[src/rtl/pong_pkg.sv]
// Shared pong definitions: game states, player encoding and screen rows
// common to the ball stage and the scoring controller.
package pong_pkg;

    typedef enum logic [1:0] {
        PLAY,
        SERVE,
        OVER
    } state_t;

    localparam logic P1 = 1'b0;
    localparam logic P2 = 1'b1;

    localparam logic [8:0] START_Y = 9'd160;
    localparam logic [8:0] HI_EDGE = 9'd300;
    localparam logic [8:0] LO_EDGE = 9'd20;

endpackage

[src/rtl/pong_score_counter.sv]
// Per-player point counter; hit_win flags that the pending increment
// would bring the count to the winning score.
module score_counter #(
    parameter logic [3:0] WIN_SCORE = 4'd9
) (
    input  logic       clock,
    input  logic       reset,
    input  logic       clear,
    input  logic       inc,
    output logic [3:0] count,
    output logic       hit_win
);

    always_ff @(posedge clock) begin
        if (reset || clear) begin
            count <= '0;
        end else if (inc) begin
            count <= count + 4'd1;
        end
    end

    assign hit_win = ((count + 4'd1) == WIN_SCORE);

endmodule

[src/rtl/pong_score.sv]
// Scoring and serve controller: detects the ball re-spawn after a miss,
// credits the point, holds the ball during the serve pause, declares a winner.
module pong_score
    import pong_pkg::*;
#(
    parameter logic [8:0] START_Y      = pong_pkg::START_Y,
    parameter logic [8:0] HI_EDGE      = pong_pkg::HI_EDGE,
    parameter logic [8:0] LO_EDGE      = pong_pkg::LO_EDGE,
    parameter logic [3:0] WIN_SCORE    = 4'd9,
    parameter logic [7:0] PAUSE_CYCLES = 8'd120
) (
    input  logic       clock,
    input  logic       reset,
    input  logic [8:0] ball_y,
    input  logic       start,
    output logic [3:0] score_1,
    output logic [3:0] score_2,
    output logic       goal_pulse,
    output logic       scorer,
    output logic       ball_reset,
    output logic       game_over,
    output logic       winner
);

    state_t     state;
    state_t     state_next;
    logic [7:0] pause_cnt;
    logic [7:0] pause_next;
    logic [8:0] prev_y;
    logic       start_d;

    logic g1;
    logic g2;
    logic goal;
    logic win;
    logic who;
    logic clear;
    logic inc_1;
    logic inc_2;
    logic hit_1;
    logic hit_2;

    assign g1 = (ball_y == START_Y) && (prev_y >= HI_EDGE);
    assign g2 = (ball_y == START_Y) && (prev_y <= LO_EDGE);

    score_counter #(.WIN_SCORE(WIN_SCORE)) u_score_1 (
        .clock   (clock),
        .reset   (reset),
        .clear   (clear),
        .inc     (inc_1),
        .count   (score_1),
        .hit_win (hit_1)
    );

    score_counter #(.WIN_SCORE(WIN_SCORE)) u_score_2 (
        .clock   (clock),
        .reset   (reset),
        .clear   (clear),
        .inc     (inc_2),
        .count   (score_2),
        .hit_win (hit_2)
    );

    always_comb begin
        state_next = state;
        pause_next = pause_cnt;
        goal       = 1'b0;
        win        = 1'b0;
        who        = scorer;
        clear      = 1'b0;
        inc_1      = 1'b0;
        inc_2      = 1'b0;
        case (state)
            PLAY: begin
                if (g1 || g2) begin
                    goal  = 1'b1;
                    who   = g1 ? P1 : P2;
                    inc_1 = g1;
                    inc_2 = !g1;
                    win   = g1 ? hit_1 : hit_2;
                    if (win) begin
                        state_next = OVER;
                    end else begin
                        state_next = SERVE;
                        pause_next = PAUSE_CYCLES - 8'd1;
                    end
                end
            end
            SERVE: begin
                if (pause_cnt == '0) begin
                    state_next = PLAY;
                end else begin
                    pause_next = pause_cnt - 8'd1;
                end
            end
            OVER: begin
                if (start && !start_d) begin
                    clear      = 1'b1;
                    state_next = SERVE;
                    pause_next = PAUSE_CYCLES - 8'd1;
                end
            end
            default: begin
                state_next = PLAY;
            end
        endcase
    end

    // Outputs are registered from the next state so they line up with the score update.
    always_ff @(posedge clock) begin
        if (reset) begin
            state      <= PLAY;
            pause_cnt  <= '0;
            prev_y     <= START_Y;
            start_d    <= 1'b1;
            goal_pulse <= 1'b0;
            scorer     <= P1;
            winner     <= P1;
            ball_reset <= 1'b0;
            game_over  <= 1'b0;
        end else begin
            state      <= state_next;
            pause_cnt  <= pause_next;
            prev_y     <= ball_y;
            start_d    <= start;
            goal_pulse <= goal;
            if (goal) begin
                scorer <= who;
            end
            if (win) begin
                winner <= who;
            end
            ball_reset <= (state_next != PLAY);
            game_over  <= (state_next == OVER);
        end
    end

endmodule

[config.mk]
export PLATFORM = sky130hd
export DESIGN_NAME = pong_score
export DESIGN_NICKNAME = d
export VERILOG_FILES = /design/src/rtl/pong_pkg.sv /design/src/rtl/pong_score_counter.sv /design/src/rtl/pong_score.sv
export SDC_FILE = /design/constraint.sdc
export NUM_CORES = 1
export LEC_CHECK = 0
export ABC_AREA = 1
export CAP_MARGIN = 15
export CORE_ASPECT_RATIO = 1.2
export CORE_MARGIN = 4
export CORE_UTILIZATION = 53
export CTS_CLUSTER_SIZE = 25
export DETAILED_ROUTE_END_ITERATION = 8
export MAX_ROUTING_LAYER = met4
export PLACE_DENSITY = 0.77
export SYNTH_ARGS = -nofsm -noshare
export SYNTH_HDL_FRONTEND = slang
export SYNTH_SLANG_ARGS = --single-unit
[constraint.sdc]
create_clock -name clock -period 2.3 [get_ports clock]
set_clock_uncertainty 0.2 [all_clocks]
set_input_delay 0.46 -clock clock [delete_from_list [all_inputs] [get_ports clock]]
set_output_delay 0.46 -clock clock [all_outputs]
set_load 0.05 [all_outputs]
==> Word level (Yosys, flattened, before mapping) <==
Cells that the tools add are included.
{ "totals": {"input_bits": 12, "regBits": 33, "output_inout_bits": 13, "elab_cells": 62} }
{ "classes": {"n_eq_ne": 10, "n_reduce_logical": 12, "n_mux": 24, "n_lt_le_gt_ge": 2, "addsub": 3} }
{ "ops": {"columns": ["operator", "count"], "rows": [
  ["8-bit two-way mux", 4],
  ["8-bit one-hot mux with 3 select lines", 1],
  ["1-bit two-way mux", 14],
  ["9-bit by 8-bit equality test with 1-bit output (second input constant)", 1],
  ["9-bit >= comparator (second input constant)", 1],
  ["9-bit by 5-bit <= comparator with 1-bit output (second input constant)", 1],
  ["4-bit by 1-bit adder with 4-bit output (second input constant)", 2],
  ["4-bit equality test (second input constant)", 2],
  ["8-bit logical NOT", 1],
  ["2-bit two-way mux", 4],
  ["2-bit != test (second input constant)", 4],
  ["8-bit by 1-bit subtractor with 8-bit output (second input constant)", 1],
  ["2-bit one-hot mux with 3 select lines", 1],
  ["5-bit AND reduction", 1],
  ["2-bit equality test (second input constant)", 2],
  ["1-bit logical AND", 3],
  ["3-bit nonzero test", 1],
  ["2-bit by 1-bit equality test with 1-bit output (second input constant)", 1],
  ["1-bit logical NOT", 2],
  ["2-bit logical NOT", 1],
  ["1-bit logical OR", 2],
  ["2-bit nonzero test", 1]
]} }

==> Logic depth before layout (Yosys ltp) <==
Gate-level depths: netlist of the first run.
{ "depth": {"depth_word": 7, "depth_mapped": 13, "ltp_nobuf": 13} }

==> By module <==
From an unflattened synthesis of the first run, not the netlist that was laid out.
{ "unflattened": {"hier_cells": 246, "hier_area_um2": 1702.9} }
{ "by_module_without_submodules": {"columns": ["module", "cells_per_inst", "seq_area_each_um2", "n_inst", "area_per_inst_um2"], "rows": [
  ["pong_score", 180, 500.5, 1, 1255.0],
  ["score_counter", 33, 80.1, 2, 224.0]
]} }

==> Worst setup path after synthesis of the first run <==
No wires, ideal clock.
{ "synth_path": {"kind": "register to register", "start": "register u_score_1.count[1]", "end": "register pause_cnt[3]", "path_slack_ns": 0.140, "stages_incl_launch_ff": 11, "arrival_time_ns": 1.847, "required_ns": 1.987, "path_buffers": 0, "period_less_slack_ns": 2.160, "setup_time_ns": 0.113, "path_cell_list": "dfxtp_1 > ha_1 > nand3b_1 > nor2_1 > nand4_1 > nand3_2 > nand2_4 > nand2_4 > clkinv_2 > nor2_1 > nor2_1"} }
{ "synth_between": {"elab_chain_len": 5} }
{ "synth_rtl": {"columns": ["item", "line", "rtl"], "rows": [
  ["start, declared", "pong_score_counter.sv:10", "output logic [3:0] count,"],
  ["start signal, assigned", "pong_score_counter.sv:18", "count <= count + 4'd1;"],
  ["4-bit by 1-bit adder with 4-bit output", "pong_score_counter.sv:22", "assign hit_win = ((count + 4'd1) == WIN_SCORE);"],
  ["4-bit equality test", "pong_score_counter.sv:22", null],
  ["1-bit two-way mux", "pong_score.sv:80", "win = g1 ? hit_1 : hit_2;"],
  ["2-bit != test (no source line)", null, null],
  ["5-bit AND reduction (no source line)", null, null],
  ["end signal, assigned", "pong_score.sv:123", "pause_cnt <= pause_next;"],
  ["end, declared", "pong_score.sv:27", "logic [7:0] pause_cnt;"]
]} }
Every way passes these cells.
A chain may end at the register's enable or synchronous reset.

==> Worst setup path after layout of the first run <==
{ "layout_path": {"start": "register u_score_2.count[0]", "end": "output port score_2[0]"} }
{ "layout_rtl": {"columns": ["item", "line", "rtl"], "rows": [
  ["start, declared", "pong_score_counter.sv:10", null],
  ["start signal, assigned", "pong_score_counter.sv:18", null],
  ["end, declared", "pong_score.sv:17", "output logic [3:0] score_2,"]
]} }
No word-level cell between the ends.

==> results.toml, run 1 <==
[global_routing]
grt_pass1_wl_mm = 5.73
grt_max_degree = 16
grt_pass1_vias = 1437
top_usage_layer = "met2"
antenna_found_initial = 0
gr-total-overflow = 0
use_met2 = 0.338
met1_usage = 0.198
grt_use_met3 = 0.0528
track_usage = 0.194

[clock_tree]
clk_pin_slew_worst_paths_ns = 0.10
cts_root_buf = "clkbuf_4"
postCtsHoldBufs = 0
clockBufferDepth = 2
cts_setup_buffers = 0
insertion_delay_ns = 0.33
ctsResizeCount = 0
numCtsBuffers = 5
htreeDepth = 2
cts_sinks = 33
cts_tree = "yes"

[setup_path]
worstRegToRegCells = 10
path_cells = "clkdlybuf4s50_1"
crit_family = "buffers and inverters"
start_kind = "flop"
arrival_ns = 1.56
r2r_end = "pause_cnt[1]"
crit_fanout = 5
worst-path-buf-inv = 1
slowest_delay_ns = 0.83
path_class = "reg2out"
reg2reg_from = "u_score_1.count[0]"
crit_required_ns = 1.64
rrSetupSlack_ns = 0.33
slowest_stage = "clkdlybuf4s50_1"
crit_path_end_kind = "output pin"

[synth]
syn_inst = 234
synthTopCellsByCount = "45 x nor2_1, 43 x nand2_1, 33 x dfxtp_1, 33 x inv_1, 17 x nand3_1"
synth_area_leader_cell = "dfxtp_1"
syn_area_per_cell_sq_um = 6.89
yosysSeqAreaShare = 0.410
synthFlopType = "dfxtp_1"
syn_nets = 250
synth_edf_count = 0
synth-seq-cells = 33
synth_cell_types = 26
synthMostInstantiatedCell = "nor2_1"
ys_async_sr_fraction = 0
yosysWarnings = 0
synthesis.area_sq_um = 1610
ys_top_cells_by_area = "dfxtp_1 41%, nor2_1 10%, nand2_1 10%, inv_1 7.7%, nand3_1 5.3%"
synth_top_area_frac = 0.410

[placement]
gp_congestion = 0.911
place_area_sq_um = 1960
hpwl_mm = 2.57
io_buffers = 24

[hold_path]
hp-class = "reg2reg"
hold_path_end = "u_score_1.count[1]"
min_from = "u_score_1.count[1]"
holdPathStages = 2

[routing]
vias = 1508
wl_mm = 3.25
drtIter0Drc = 21
drt-pass1-iter-count = 4
drc = 0
routedWlPerCell_um = 10.6
ant_nets = 0
viasPerCell = 4.90

[die]
die_w_um = 58.4
num_io_pins = 25
design.core.area_sq_um = 2860
start_util = 0.563
die-area_sq_um = 3990
die_y_um = 68.4
row_count = 21

[sta]
final-hold-violation-count = 0
fmax_mhz = 450
setup_viol = 0
slew_violations = 0
fin_tns_setup_ns = 0
whs_ns = 0.289
period_needed_ns = 2.22
slew_headroom = 0.658
rsz0062_at_grt = "no"
worst_pin_slew_ns = 0.512
min_period_over_period = 0.967

[status]
status = "finished clean"

[final_layout]
fill_cells = 279
fin_nets = 289
num_antenna_cells = 0
syn_to_final_growth_pct = 24.7
drive_above_1_share = 0.117
fin_area_sq_um = 2010
fin_util = 0.702

[power_and_ir_drop]
irDropWorstVdd_mv = 0.447
p_leak_nw = 0.904
powerDensity_nw_per_um2 = 475

[flow_run]
maxCapViolCount = 0
==> worst reg2reg max path, cell delays in order (launching register included) <==
cell and delay (ns):
dfxtp_1 0.35, ha_1 0.31, nand3b_1 0.15, nor2_1 0.13, nand4_1 0.15, nand3_2 0.12, nand2_4 0.09, nand2_4 0.15
clkinv_2 0.08, nor2_1 0.09, nor2_1 0.05
==> through the flow <==
stage / cells / setup WS, ns / power [mW]
after CTS: 308 / 0.0466 / 0.969
after detailed placement: 300 / -0.0564 / 0.665
after floorplan: 234 / 0.140 / 0.632
final: 308 / 0.0759 / 0.955
after global routing: 308 / 0.0147 / 1.00
after global placement: 300 / -0.0282 / 0.664
==> registers in the layout (all words and copies together) (netlist names) <==
signal           flops
u_score_1.count      4
prev_y               9
goal_pulse           1
pause_cnt            8
winner               1
scorer               1
ball_reset           1
start_d              1
state                2
game_over            1
u_score_2.count      4
==> area by class of cell <==
class | count | area [sq um] | share of cell area
multi-input cells | 162 | 805 | 0.400
flip-flops and latches | 33 | 661 | 0.328
repair buffers | 34 | 315 | 0.157
inverters | 37 | 140 | 0.0697
clock buffers | 8 | 48.8 | 0.0243
well taps | 34 | 42.5 | 0.0211
==> kinds of logic (layout without fill, tap and decap cells) <==
group	after synthesis	after routing	synth area share
adder cells (fa/ha/maj)	4	4	0.0310
AO/OA/AOI/OAI	28	28	0.0915
flip-flops	33	33	0.410
buffers and inverters	39	79	0.0915
XOR/XNOR	1	1	0.00543
AND/OR/NAND/NOR	129	129	0.371
==> cell usage in the layout, fill, tap and decap left out, types with 2 or more instances in the layout <==
cell	n
a21oi_1	12
buf_4	10
clkbuf_1	3
clkbuf_4	5
clkdlybuf4s50_1	24
dfxtp_1	33
ha_1	4
inv_1	33
inv_2	3
nand2_1	43
nand2_4	2
nand3_1	17
nand3_2	3
nand3b_1	4
nand4_1	4
nor2_1	45
nor2_2	4
nor3_1	2
o21a_1	2
o21ai_0	11
o21ai_1	2
==> power breakdown <==
part           internal, mW  switching [mW]  leakage (nW)
Clock                 0.122           0.183        0.0265
Combinational        0.0320          0.0337         0.609
Sequential            0.581         0.00470         0.269
Total                 0.734           0.221         0.904
==> layer usage <==
metal / up-vias / part of all wire
met2: 19 / 0.51
met4: 0 / 0.020
met3: 6 / 0.033
met1: 668 / 0.43
met5: - / 0
li1: 815 / -
==> worst max-delay path by stage <==
stage | startpoint | endpoint | slack, ns | depth (start not counted)
after global routing | u_score_1.count[0] | score_1[0] | 0.01 | 1
final | u_score_2.count[0] | score_2[0] | 0.08 | 1
after floorplan | u_score_1.count[1] | pause_cnt[3] | 0.14 | 10
after detailed placement | ball_y[5] | pause_cnt[1] | -0.06 | 12
after CTS | u_score_1.count[0] | score_1[0] | 0.05 | 1
after global placement | ball_y[5] | pause_cnt[3] | -0.03 | 12
No activity file was read; power rests on OpenSTA's default activity.
==> inputs of run 2 (changes only) <==
--- a/config.mk
+++ b/config.mk
@@ -14,6 +14,8 @@
 export DETAILED_ROUTE_END_ITERATION = 8
 export MAX_ROUTING_LAYER = met4
 export PLACE_DENSITY = 0.77
+export REMOVE_ABC_BUFFERS = 1
 export SYNTH_ARGS = -nofsm -noshare
 export SYNTH_HDL_FRONTEND = slang
 export SYNTH_SLANG_ARGS = --single-unit
+export TNS_END_PERCENT = 1
==> results.toml, run 2 (synthesized netlist as in run 1, its figures left out) <==
[clock_tree]
ctsResizeCount = 0
postCtsHoldBufs = 0
insertion_delay_ns = 0.32
numCtsBuffers = 5
cts_root_buf = "clkbuf_4"
cts_setup_buffers = 0
clockBufferDepth = 2
cts_sinks = 33
htreeDepth = 2
cts_tree = "yes"
clk_pin_slew_worst_paths_ns = 0.09

[setup_path]
start_kind = "flop"
crit_fanout = 4
path_class = "reg2out"
slowest_delay_ns = 0.85
worst-path-buf-inv = 1
path_cells = "clkdlybuf4s50_1"
slowest_stage = "clkdlybuf4s50_1"
crit_required_ns = 1.64
arrival_ns = 1.56
crit_family = "buffers and inverters"
crit_path_end_kind = "output pin"

[final_layout]
regArea_sq_um = 661
layout_common_cells = "45 x nor2_1, 43 x nand2_1, 33 x inv_1, 33 x dfxtp_1, 24 x clkdlybuf4s50_1"
syn_to_final_growth_pct = 25.7
fin_cells = 310
final_common_cell = "nor2_1"
largest_register_ffs = 9
num_antenna_cells = 0
fill_cells = 272
multiInputGateArea_sq_um = 805
largest_register = "prev_y"
drive_above_1_share = 0.123
fin_nets = 291
top_regs = "prev_y x9, pause_cnt x8"

[die]
die-area_sq_um = 3990
die_y_um = 68.4
num_io_pins = 25
start_util = 0.563
design.core.area_sq_um = 2860
die_w_um = 58.4
row_count = 21

[routing]
ant_nets = 0
wl_met1_mm = 1.39
wl_mm = 3.26
wl_met2_mm = 1.69
top_layer_used = "met4"
vias = 1528
drtIter0Drc = 64
viasPerCell = 4.93
routedWlPerCell_um = 10.5
wl_met3_um = 131
drt-pass1-iter-count = 4
drc = 0

[placement]
dp.cells = 302
io_buffers = 24
hpwl_mm = 2.60
post-place-ws_ns = -0.0533
gp_congestion = 0.886

[global_routing]
grt_pass1_vias = 1363
grt_pass1_wl_mm = 5.64
grt_max_degree = 15
track_usage = 0.193
gr-total-overflow = 0
antenna_found_initial = 0

[sta]
slew_violations = 0
slew_headroom = 0.648
setup_viol = 0
min_period_over_period = 0.966
rsz0062_at_grt = "no"
period_needed_ns = 2.22
fmax_mhz = 450
worst_pin_slew_ns = 0.526
final-hold-violation-count = 0
fin_tns_setup_ns = 0
fin_ws_ns = 0.0773

[power_and_ir_drop]
powerDensity_nw_per_um2 = 469
irDropWorstVdd_mv = 0.498
p_leak_nw = 0.913

[flow_run]
maxCapViolCount = 0

[status]
status = "finished clean"

[hold_path]
hp-class = "reg2reg"
==> run 2: changes by cell type in the layout (fill, tap and decap cells not counted) <==
cell,change
buf_4,+2
==> run 2: path summary, 6_finish.rpt <==
check / startpoint / end / slack, ns / depth (start not counted)
worst max-delay path: u_score_1.count[3] / score_1[3] / 0.08 / 1
worst min-delay path: winner / winner / 0.29 / 2
worst max register to register: u_score_1.count[0] / pause_cnt[1] / 0.37 / 10
worst min register to register: winner / winner / 0.29 / 2
==> run 2: cell type report <==
cell class | count | area share
Sequential cell | 33 | 0.326
Tap cell | 34 | 0.0210
Inverter | 37 | 0.0691
Timing Repair Buffer | 36 | 0.163
Clock buffer | 8 | 0.0241
Multi-Input combinational cell | 162 | 0.397
==> run 2: power by group <==
group | switching, mW | internal [mW]
combinational | 0.0344 | 0.0351
clock | 0.174 | 0.122
sequential | 0.00493 | 0.581
==> run 2: worst min-delay path, stage by stage (launching register included) <==
cell and delay (ns):
dfxtp_1 0.34, nor2_1 0.05, nor2_1 0.07
==> run 2: metal layers <==
metal,vias up,global-route usage
met5,-,-
li1,822,-
met1,677,0.207
met4,0,0.0870
met2,25,0.331
met3,4,0.0509
==> run 2: stage by stage <==
stage / utilization / power (mW) / hold WS [ns] / instance area (sq um)
2_1_floorplan: - / 0.628 / 0.247 / 1610
5_1_grt: 0.708 / 1.00 / 0.324 / 2030
6_report: 0.708 / 0.950 / 0.286 / 2030
4_1_cts: 0.708 / 0.964 / 0.289 / 2030
3_3_place_gp: 0.691 / 0.668 / 0.269 / 1980
3_5_place_dp: 0.691 / 0.669 / 0.273 / 1980
==> inputs of run 3 (changes only) <==
--- a/config.mk
+++ b/config.mk
@@ -8,7 +8,7 @@
 export ABC_AREA = 1
 export CAP_MARGIN = 15
 export CORE_ASPECT_RATIO = 1.2
-export CORE_MARGIN = 4
+export CORE_MARGIN = 5
 export CORE_UTILIZATION = 53
 export CTS_CLUSTER_SIZE = 25
 export DETAILED_ROUTE_END_ITERATION = 8
==> results.toml, run 3 (synthesized netlist as in run 1, its figures left out) <==
[routing]
ant_nets = 0
drt-pass1-iter-count = 5
drtIter0Drc = 57
viasPerCell = 5.02
routedWlPerCell_um = 11.0
wl_mm = 3.39
vias = 1547
drc = 0

[final_layout]
largest_register_ffs = 9
drive_above_1_share = 0.118
final_common_cell = "nor2_1"
multiInputGateArea_sq_um = 805
fill_cells = 287
fin_nets = 287
num_antenna_cells = 0
fin_util = 0.668
layout_common_cells = "45 x nor2_1, 43 x nand2_1, 33 x inv_1, 33 x dfxtp_1, 23 x clkdlybuf4s50_1"
syn_to_final_growth_pct = 24.3
regArea_sq_um = 661
largest_register = "prev_y"
top_regs = "prev_y x9, pause_cnt x8"

[global_routing]
gr-total-overflow = 0
grt_pass1_wl_mm = 6.13
grt_max_degree = 16
track_usage = 0.190
antenna_found_initial = 0
grt_pass1_vias = 1558

[setup_path]
start_kind = "flop"
crit_family = "buffers and inverters"
crit_fanout = 4
path_class = "reg2out"
crit_path_end_kind = "output pin"
path_cells = "clkdlybuf4s50_1"
crit_required_ns = 1.64
slowest_delay_ns = 0.82
arrival_ns = 1.56
worst-path-buf-inv = 1
slowest_stage = "clkdlybuf4s50_1"

[sta]
final-hold-violation-count = 0
fmax_mhz = 450
worst_pin_slew_ns = 0.499
rsz0062_at_grt = "no"
min_period_over_period = 0.966
slew_violations = 0
slew_headroom = 0.666
period_needed_ns = 2.22
fin_tns_setup_ns = 0
setup_viol = 0

[placement]
io_buffers = 24
gp_congestion = 0.864
hpwl_mm = 2.61

[die]
die-area_sq_um = 4250
die_y_um = 70.4
die_w_um = 60.4
num_io_pins = 25
start_util = 0.538
row_count = 22
design.core.area_sq_um = 3000

[clock_tree]
cts_root_buf = "clkbuf_4"
htreeDepth = 2
cts_sinks = 33
cts_tree = "yes"
clk_pin_slew_worst_paths_ns = 0.10
clockBufferDepth = 2
numCtsBuffers = 5
insertion_delay_ns = 0.34

[status]
status = "finished clean"

[power_and_ir_drop]
powerDensity_nw_per_um2 = 481
irDropWorstVdd_mv = 0.358
p_leak_nw = 0.920

[hold_path]
hp-class = "reg2reg"

[flow_run]
maxCapViolCount = 0
run 3: cell count changes in the layout (fill, tap and decap cells not counted), sizes merged:
cell           delta
buf               -4
dlymetal6s2s      +1
clkbuf            -2
clkinv            +2
clkdlybuf4s50     -1
run 3: path summary, 6_finish.rpt:
| check | startpoint | end | slack, ns | cells past startpoint |
|---|---|---|---|---|
| worst max register to register | u_score_2.count[0] | pause_cnt[0] | 0.34 | 12 |
| worst max-delay path | u_score_1.count[0] | score_1[0] | 0.08 | 1 |
| worst min register to register | u_score_1.count[1] | u_score_1.count[1] | 0.29 | 2 |
| worst min-delay path | u_score_1.count[1] | u_score_1.count[1] | 0.29 | 2 |
run 3: metrics by stage:
| step | hold WS (ns) | std cells | instance area (sq um) | power, mW | worst slack, ns |
|---|---|---|---|---|---|
| 2_1_floorplan | 0.247 | 232 | 1610 | 0.628 | 0.140 |
| 3_3_place_gp | 0.263 | 300 | 1950 | 0.664 | -0.00683 |
| 3_5_place_dp | 0.278 | 300 | 1950 | 0.666 | -0.0466 |
| 4_1_cts | 0.293 | 308 | 2000 | 0.975 | 0.0628 |
| 5_1_grt | 0.318 | 308 | 2000 | 1.01 | 0.00154 |
| 6_report | 0.291 | 308 | 2000 | 0.963 | 0.0790 |
run 3: where the power goes:
part / switching [mW] / total, mW / internal, mW
clock: 0.195 / 0.311 / 0.116
combinational: 0.0345 / 0.0664 / 0.0320
sequential: 0.00477 / 0.585 / 0.581
run 3: final cells by class:
type | count | area share
clock buffer | 6 | 0.0206
inverter | 37 | 0.0699
sequential | 33 | 0.330
clock inverter | 2 | 0.00499
timing repair buffer | 32 | 0.151
tap | 36 | 0.0225
multi-input combinational | 162 | 0.401
run 3: worst reg2reg max path, delay by kind of cell (launching register included):
family        cells  cell delay (ns)
simple gates      8             0.73
fa+ha+maj         1             0.30
flops             1             0.35
buf+inv           3             0.29
run 3: what timing repair did:
item / in CTS / in global routing
endpoints found under the setup margin: 0 / 1
gates resized for setup: 0 / 1
buffers inserted: 0 / 0
hold buffers: 0 / 0
run 3: metal layers:
| layer | wire length (um) | track usage | up-vias | part of all wire |
|---|---|---|---|---|
| met1 | 1410 | 0.199 | 706 | 0.41 |
| met4 | 50 | 0.0591 | 0 | 0.015 |
| met5 | 0 | - | - | 0 |
| met3 | 118 | 0.0518 | 6 | 0.035 |
| met2 | 1810 | 0.335 | 24 | 0.54 |
| li1 | - | - | 811 | - |
